--- src/rtl/fetch_request_unit.sv ---
// fetch_request_unit: round-robin fetch arbiter between the per-warp ITS units and
// instruction memory. Tracks outstanding in-order fetches in a circular buffer and
// hands the returned instructions to the decoder in issue order.
// Optional build macro FETCH_REQUEST_UNIT_PERF_EN enables the issue/stall counters;
// without it both perf outputs are tied to zero.
module fetch_request_unit #(
    parameter int NumWarps       = 8,
    parameter int WarpWidth      = 32,
    parameter int PcWidth        = 32,
    parameter int InstrWidth     = 32,
    parameter int InflightDepth  = 4,
    parameter int WarpIdWidth    = (NumWarps > 1) ? $clog2(NumWarps) : 1,
    parameter int SubwarpIdWidth = (WarpWidth > 1) ? $clog2(WarpWidth) : 1
) (
    input  logic                               clk_i,
    input  logic                               rst_i,
    input  logic [NumWarps-1:0]                warp_ready_i,
    input  logic [NumWarps*PcWidth-1:0]        warp_pc_i,
    input  logic [NumWarps*WarpWidth-1:0]      warp_act_mask_i,
    input  logic [NumWarps*SubwarpIdWidth-1:0] warp_subwarp_id_i,
    output logic [NumWarps-1:0]                warp_selected_o,
    output logic                               imem_req_valid_o,
    input  logic                               imem_req_ready_i,
    output logic [PcWidth-1:0]                 imem_req_addr_o,
    input  logic                               imem_rsp_valid_i,
    input  logic [InstrWidth-1:0]              imem_rsp_data_i,
    output logic                               dec_valid_o,
    input  logic                               dec_ready_i,
    output logic [WarpIdWidth-1:0]             dec_warp_id_o,
    output logic [SubwarpIdWidth-1:0]          dec_subwarp_id_o,
    output logic [PcWidth-1:0]                 dec_pc_o,
    output logic [WarpWidth-1:0]               dec_act_mask_o,
    output logic [InstrWidth-1:0]              dec_instr_o,
    output logic [31:0]                        perf_issued_o,
    output logic [31:0]                        perf_stall_o
);

    localparam int PtrW = (InflightDepth > 1) ? $clog2(InflightDepth) : 1;
    localparam int CntW = $clog2(InflightDepth + 1);
    localparam logic [CntW-1:0]        DEPTH_C   = CntW'(InflightDepth);
    localparam logic [PtrW-1:0]        LAST_PTR  = PtrW'(InflightDepth - 1);
    localparam logic [WarpIdWidth-1:0] LAST_WARP = WarpIdWidth'(NumWarps - 1);

    // Buffer control state (reset)
    logic [PtrW-1:0]          tail_ptr, fill_ptr, head_ptr;
    logic [CntW-1:0]          count;
    logic [WarpIdWidth-1:0]   rr_ptr;
    logic [InflightDepth-1:0] ent_valid, ent_filled;

    // Buffer payload (not reset; qualified by ent_valid/ent_filled)
    logic [WarpIdWidth-1:0]    ent_warp    [InflightDepth];
    logic [SubwarpIdWidth-1:0] ent_subwarp [InflightDepth];
    logic [PcWidth-1:0]        ent_pc      [InflightDepth];
    logic [WarpWidth-1:0]      ent_mask    [InflightDepth];
    logic [InstrWidth-1:0]     ent_instr   [InflightDepth];

    logic [WarpIdWidth-1:0] win_idx;
    logic                   any_ready, req_valid, issue, rsp_ok, fill, head_filled, drain;

    function automatic logic [PtrW-1:0] ptr_inc(input logic [PtrW-1:0] p);
        return (p == LAST_PTR) ? '0 : p + PtrW'(1);
    endfunction

    // Round-robin search: first ready warp at or after rr_ptr, wrapping
    always_comb begin
        int c;
        logic found;
        c       = 0;
        found   = 1'b0;
        win_idx = rr_ptr;
        for (int i = 0; i < NumWarps; i++) begin
            c = int'(rr_ptr) + i;
            if (c >= NumWarps) c = c - NumWarps;
            if (!found && warp_ready_i[c]) begin
                found   = 1'b1;
                win_idx = WarpIdWidth'(c);
            end
        end
    end

    assign any_ready   = |warp_ready_i;
    assign req_valid   = any_ready && (count < DEPTH_C);
    assign issue       = req_valid && imem_req_ready_i;
    assign rsp_ok      = ent_valid[fill_ptr] && !ent_filled[fill_ptr];
    assign fill        = imem_rsp_valid_i && rsp_ok;
    assign head_filled = ent_filled[head_ptr];
    assign drain       = head_filled && dec_ready_i;

    assign imem_req_valid_o = req_valid;
    assign imem_req_addr_o  = req_valid ? warp_pc_i[int'(win_idx)*PcWidth +: PcWidth] : '0;

    // One-hot grant only in the imem handshake cycle
    always_comb begin
        warp_selected_o = '0;
        if (issue) warp_selected_o[win_idx] = 1'b1;
    end

    assign dec_valid_o      = head_filled;
    assign dec_warp_id_o    = head_filled ? ent_warp[head_ptr]    : '0;
    assign dec_subwarp_id_o = head_filled ? ent_subwarp[head_ptr] : '0;
    assign dec_pc_o         = head_filled ? ent_pc[head_ptr]      : '0;
    assign dec_act_mask_o   = head_filled ? ent_mask[head_ptr]    : '0;
    assign dec_instr_o      = head_filled ? ent_instr[head_ptr]   : '0;

    // Pointers, occupancy and entry flags; issue/fill/drain never hit the same entry
    always_ff @(posedge clk_i) begin
        if (rst_i) begin
            tail_ptr   <= '0;
            fill_ptr   <= '0;
            head_ptr   <= '0;
            count      <= '0;
            rr_ptr     <= '0;
            ent_valid  <= '0;
            ent_filled <= '0;
        end else begin
            if (issue) begin
                tail_ptr            <= ptr_inc(tail_ptr);
                ent_valid[tail_ptr] <= 1'b1;
                rr_ptr              <= (win_idx == LAST_WARP) ? '0 : win_idx + WarpIdWidth'(1);
            end
            if (fill) begin
                ent_filled[fill_ptr] <= 1'b1;
                fill_ptr             <= ptr_inc(fill_ptr);
            end
            if (drain) begin
                ent_valid[head_ptr]  <= 1'b0;
                ent_filled[head_ptr] <= 1'b0;
                head_ptr             <= ptr_inc(head_ptr);
            end
            count <= count + CntW'(issue) - CntW'(drain);
        end
    end

    // Entry payload capture at allocation and at response
    always_ff @(posedge clk_i) begin
        if (issue) begin
            ent_warp[tail_ptr]    <= win_idx;
            ent_subwarp[tail_ptr] <= warp_subwarp_id_i[int'(win_idx)*SubwarpIdWidth +: SubwarpIdWidth];
            ent_pc[tail_ptr]      <= warp_pc_i[int'(win_idx)*PcWidth +: PcWidth];
            ent_mask[tail_ptr]    <= warp_act_mask_i[int'(win_idx)*WarpWidth +: WarpWidth];
        end
        if (fill) ent_instr[fill_ptr] <= imem_rsp_data_i;
    end

`ifdef FETCH_REQUEST_UNIT_PERF_EN
    logic [31:0] perf_issued_q, perf_stall_q;

    // Issued fetches and cycles where some warp waited without a handshake
    always_ff @(posedge clk_i) begin
        if (rst_i) begin
            perf_issued_q <= '0;
            perf_stall_q  <= '0;
        end else begin
            if (issue)              perf_issued_q <= perf_issued_q + 32'd1;
            if (any_ready && !issue) perf_stall_q <= perf_stall_q + 32'd1;
        end
    end

    assign perf_issued_o = perf_issued_q;
    assign perf_stall_o  = perf_stall_q;
`else
    assign perf_issued_o = '0;
    assign perf_stall_o  = '0;
`endif

    a_grant_onehot: assert property (@(posedge clk_i) disable iff (rst_i)
        $onehot0(warp_selected_o));
    a_grant_ready: assert property (@(posedge clk_i) disable iff (rst_i)
        (warp_selected_o & ~warp_ready_i) == '0);
    a_count_bound: assert property (@(posedge clk_i) disable iff (rst_i)
        count <= DEPTH_C);
    a_rsp_expected: assert property (@(posedge clk_i) disable iff (rst_i)
        imem_rsp_valid_i |-> rsp_ok);

endmodule
--- config.mk ---
export PLATFORM = sky130hd
export DESIGN_NAME = fetch_request_unit
export DESIGN_NICKNAME = d
export VERILOG_FILES = /design/src/rtl/fetch_request_unit.sv
export SDC_FILE = /design/constraint.sdc
export NUM_CORES = 1
export LEC_CHECK = 0
export ABC_AREA = 1
export ABC_CLOCK_PERIOD_IN_PS = 6950
export CORE_AREA = 3 3 311 313
export CTS_CLUSTER_DIAMETER = 100
export DETAILED_ROUTE_END_ITERATION = 7
export DIE_AREA = 0 0 314 316
export SLEW_MARGIN = 0
export SYNTH_ARGS = -nofsm -noshare
export SYNTH_HDL_FRONTEND = slang
export SYNTH_SLANG_ARGS = --single-unit
--- constraint.sdc ---
create_clock -name clk_i -period 6.95 [get_ports clk_i]
set_input_delay 1.39 -clock clk_i [delete_from_list [all_inputs] [get_ports clk_i]]
set_output_delay 1.39 -clock clk_i [all_outputs]
set_load 0.01 [all_outputs]
==> impl_metrics.env <==
export IMPL_status="finished, final reports clean"
export IMPL_startpoint_type="flip-flop"
export IMPL_nets=4600
export IMPL_cts_buffer_depth=3
export IMPL_cts_root_buf="clkbuf_16"
export IMPL_switchingPower_mw=11.2
export IMPL_p_int_mw=10.9
export IMPL_tns_ns=0
export IMPL_cp_data_required_time_ns=5.56
export IMPL_r2r_start="rr_ptr[1]"
export IMPL_ys_types=41
export IMPL_dieArea_um2=99200
export IMPL_r2r_end="ent_mask[2][24]"
export IMPL_dp_slack_ns=0.565
export IMPL_grt_ovfl_total=0
export IMPL_ir_worst_vdd_v=0.000582
export IMPL_pwr_share_seq=0.234
export IMPL_final_setup_skew_ns=0.0304
export IMPL_cts_sinks=438
export IMPL_port_buffers=742
export IMPL_htreeDepth=2
export IMPL_first_pass_iters=5
export IMPL_drive_gt1_frac=0.0400
export IMPL_synth_area_top_cells="edfxtp_1 49%, nand2_1 21%, nor2_1 5.5%"
export IMPL_finalSetupViolCount=0
export IMPL_synth_area_leader_cell="edfxtp_1"
export IMPL_cp_common_cell="nand2_1"
export IMPL_die_h_um=316
export IMPL_whs_endpoint="count[2]"
export IMPL_holdPathStages=1
export IMPL_cts_buffers=48
export IMPL_tightest_slew_ns=1.14
export IMPL_r2r_slack_ns=1.85
export IMPL_final_common_cell="nand2_1"
export IMPL_final_antenna_net_count=0
export IMPL_grt_pass1_wl_um=142000
export IMPL_crit_path_max_fanout=79
export IMPL_max_slew_margin=0.239
export IMPL_critical_path_class="flip-flop to output pin"
export IMPL_cts_tree="yes"
export IMPL_core_rowCount=113
export IMPL_via_per_inst=4.51
export IMPL_nFillCells=9754
export IMPL_avgRoutedWirePerCell_um=18.6
export IMPL_start_util=0.272
export IMPL_die_w_um=314
export IMPL_synth_top_cell_area_share=0.486
export IMPL_place_area_um2=34100
export IMPL_grt_use_total=0.189
export IMPL_pin_count=807
export IMPL_hold_viol_final=0
export IMPL_crit_path_top_delay_cell="dfxtp_1"
export IMPL_hold_path_class="flip-flop to flip-flop"
export IMPL_syn_area_um2=25700
export IMPL_critPathTopFamily="simple AND/OR/NAND/NOR gates"
export IMPL_fin_ws_ns=0.472
export IMPL_finalMaxSlewViolations=0
export IMPL_p_clk_frac=0.118
export IMPL_drc_errors=0
export IMPL_yosys_warnings=0
export IMPL_grt_max_degree=209
export IMPL_power_frac_comb=0.647
export IMPL_hold_buffers=0
export IMPL_final_cell_mix="1403 x nand2_1, 742 x clkdlybuf4s50_1, 416 x edfxtp_1, 368 x nor2_1, 366 x inv_1"
export IMPL_p_per_area_nw_per_um2=618
export IMPL_area_delta_synth_final_pct=39.2
export IMPL_ys_ff_latch=438
export IMPL_cp_arrival_ns=5.09
export IMPL_dp_hpwl_um=73300
export IMPL_max_cap_violations=0
export IMPL_drt_iter0_drc=1453
export IMPL_grt_antenna_before_repair=14
export IMPL_rsz0062_at_grt="false"
export IMPL_cp_end_kind="output pin"
export IMPL_hold_start="count[2]"
export IMPL_power_mw=22.1
export IMPL_reg2reg_depth=19
export IMPL_grt_pass1_vias=23044
export IMPL_routed_wl_um=98600
export IMPL_synthCells=3351
export IMPL_clkLatencyLatePin_ns=0.59
export IMPL_cts_reportedPaths_clkPinSlew_ns=0.06
export IMPL_core_um2=94600
export IMPL_dr_total_vias=23908
export IMPL_max_freq_ghz=0.154
export IMPL_max_stage_delay_ns=0.52
export IMPL_p_leak_nw=16.0
export IMPL_min_period_over_period=0.932
export IMPL_p_sw_frac=0.508
export IMPL_final_area_um2=35800
export IMPL_critical_path_cell_chain="clkinv_1 > ha_1 > inv_1 > nand3_1 > nand3_1 > nand2_2 > nor2_4 > nand4_2 > nor2_4 > nand3_2 > nand2_1 > inv_2 > a21oi_4 > buf_12 > nand2_1 > nand2_1 > nand2_1 > nand2_1 > nor2_1 > clkdlybuf4s50_1"
export IMPL_gp_congestion=0.894
export IMPL_yosysSeqAreaShare=0.503
export IMPL_cp_buffers_inverters=5
export IMPL_avgSynthCellArea_um2=7.67
export IMPL_min_period_ns=6.48
## power groups by stage
stage / clock network, mW / registers, mW / logic [mW]
4_1_cts: 2.70 / 5.19 / 14.4
6_report: 2.62 / 5.19 / 14.3
3_3_place_gp: 0 / 5.23 / 14.4
3_5_place_dp: 0 / 5.24 / 14.4
5_1_grt: 2.80 / 5.24 / 15.8
2_1_floorplan: 0 / 5.20 / 8.57
## Yosys cell counts, drive strengths merged
library cell / count
inv: 376
nand3b: 64
nand3: 139
xnor2: 1
fa: 1
nor3: 1
buf: 175
ha: 17
nand2: 1411
a21boi: 1
nor2: 380
xor2: 2
dfxtp: 22
a31oi: 1
o21ba: 2
edfxtp: 416
nor4: 2
o21bai: 2
o32ai: 104
clkbuf: 91
conb: 1
nand4: 6
o21ai: 115
o211ai: 1
o311ai: 1
a21oi: 14
a211oi: 2
clkinv: 3
## timing repair
action	in CTS	in global routing
resized for setup	0	1
setup endpoints to repair	0	2
buffers inserted	0	0
hold endpoints to repair	0	0
## stage by stage
| stage | utilization | instances | hold slack [ns] |
|---|---|---|---|
| floorplan | - | 3414 | 0.422 |
| global placement | 0.361 | 5200 | 0.441 |
| detailed placement | 0.361 | 5200 | 0.452 |
| CTS | 0.378 | 5289 | 0.459 |
| global route | 0.378 | 5296 | 0.488 |
| finish | 0.378 | 5296 | 0.457 |
## layout make-up
type	instances	area (um2)	area share
repair buffers	787	7870	0.220
flip-flops and latches	438	12900	0.362
clock buffers	61	1330	0.0372
diodes	7	17.5	0.000490
inverters	379	1440	0.0402
well taps	1265	1580	0.0442
multi-input cells	2331	10300	0.287
clock inverters	28	317	0.00885
## metal layers
layer	up-vias	track usage	wire (um)
met1	11146	0.228	40300
met2	821	0.337	49000
met4	10	0.0567	2520
met3	131	0.0410	6690
li1	11800	-	-
met5	-	0	63
## cell families (layout without fill, tap and decap cells)
group	Yosys count	count (layout)	share of synthesized area
simple gates	2003	2003	0.312
xor+xnor	3	3	0.00131
fa+ha+maj	18	18	0.00905
flops	438	438	0.503
buf+inv	645	1255	0.111
other cells	1	71	0.000146
compound gates	243	243	0.0640
## registers in the layout (all words and copies together), names as in the netlist, named ones only
| name | cells |
|---|---|
| fill_ptr | 2 |
| count | 3 |
| ent_subwarp | 20 |
| ent_filled | 4 |
| ent_instr | 128 |
| ent_pc | 128 |
| ent_valid | 4 |
| head_ptr | 2 |
| tail_ptr | 2 |
| ent_warp | 12 |
| ent_mask | 128 |
| rr_ptr | 3 |
## worst register-to-register path, delay by kind of cell, from the launching register on
kind / cells / cell delay [ns]
buffers and inverters: 4 / 1.68
adders and majority gates: 1 / 0.50
and+or+nand+nor: 14 / 2.22
DFF: 1 / 0.52
## worst max path at each step
stage	start	to	depth (start not counted)
CTS	rr_ptr[1]	imem_req_addr_o[17]	20
finish	rr_ptr[1]	imem_req_addr_o[6]	20
global route	rr_ptr[1]	imem_req_addr_o[13]	24
global placement	warp_ready_i[2]	imem_req_addr_o[17]	19
detailed placement	warp_ready_i[2]	imem_req_addr_o[17]	19
floorplan	warp_ready_i[7]	ent_mask[2][0]	7
Power figures use the tool's default switching activity.
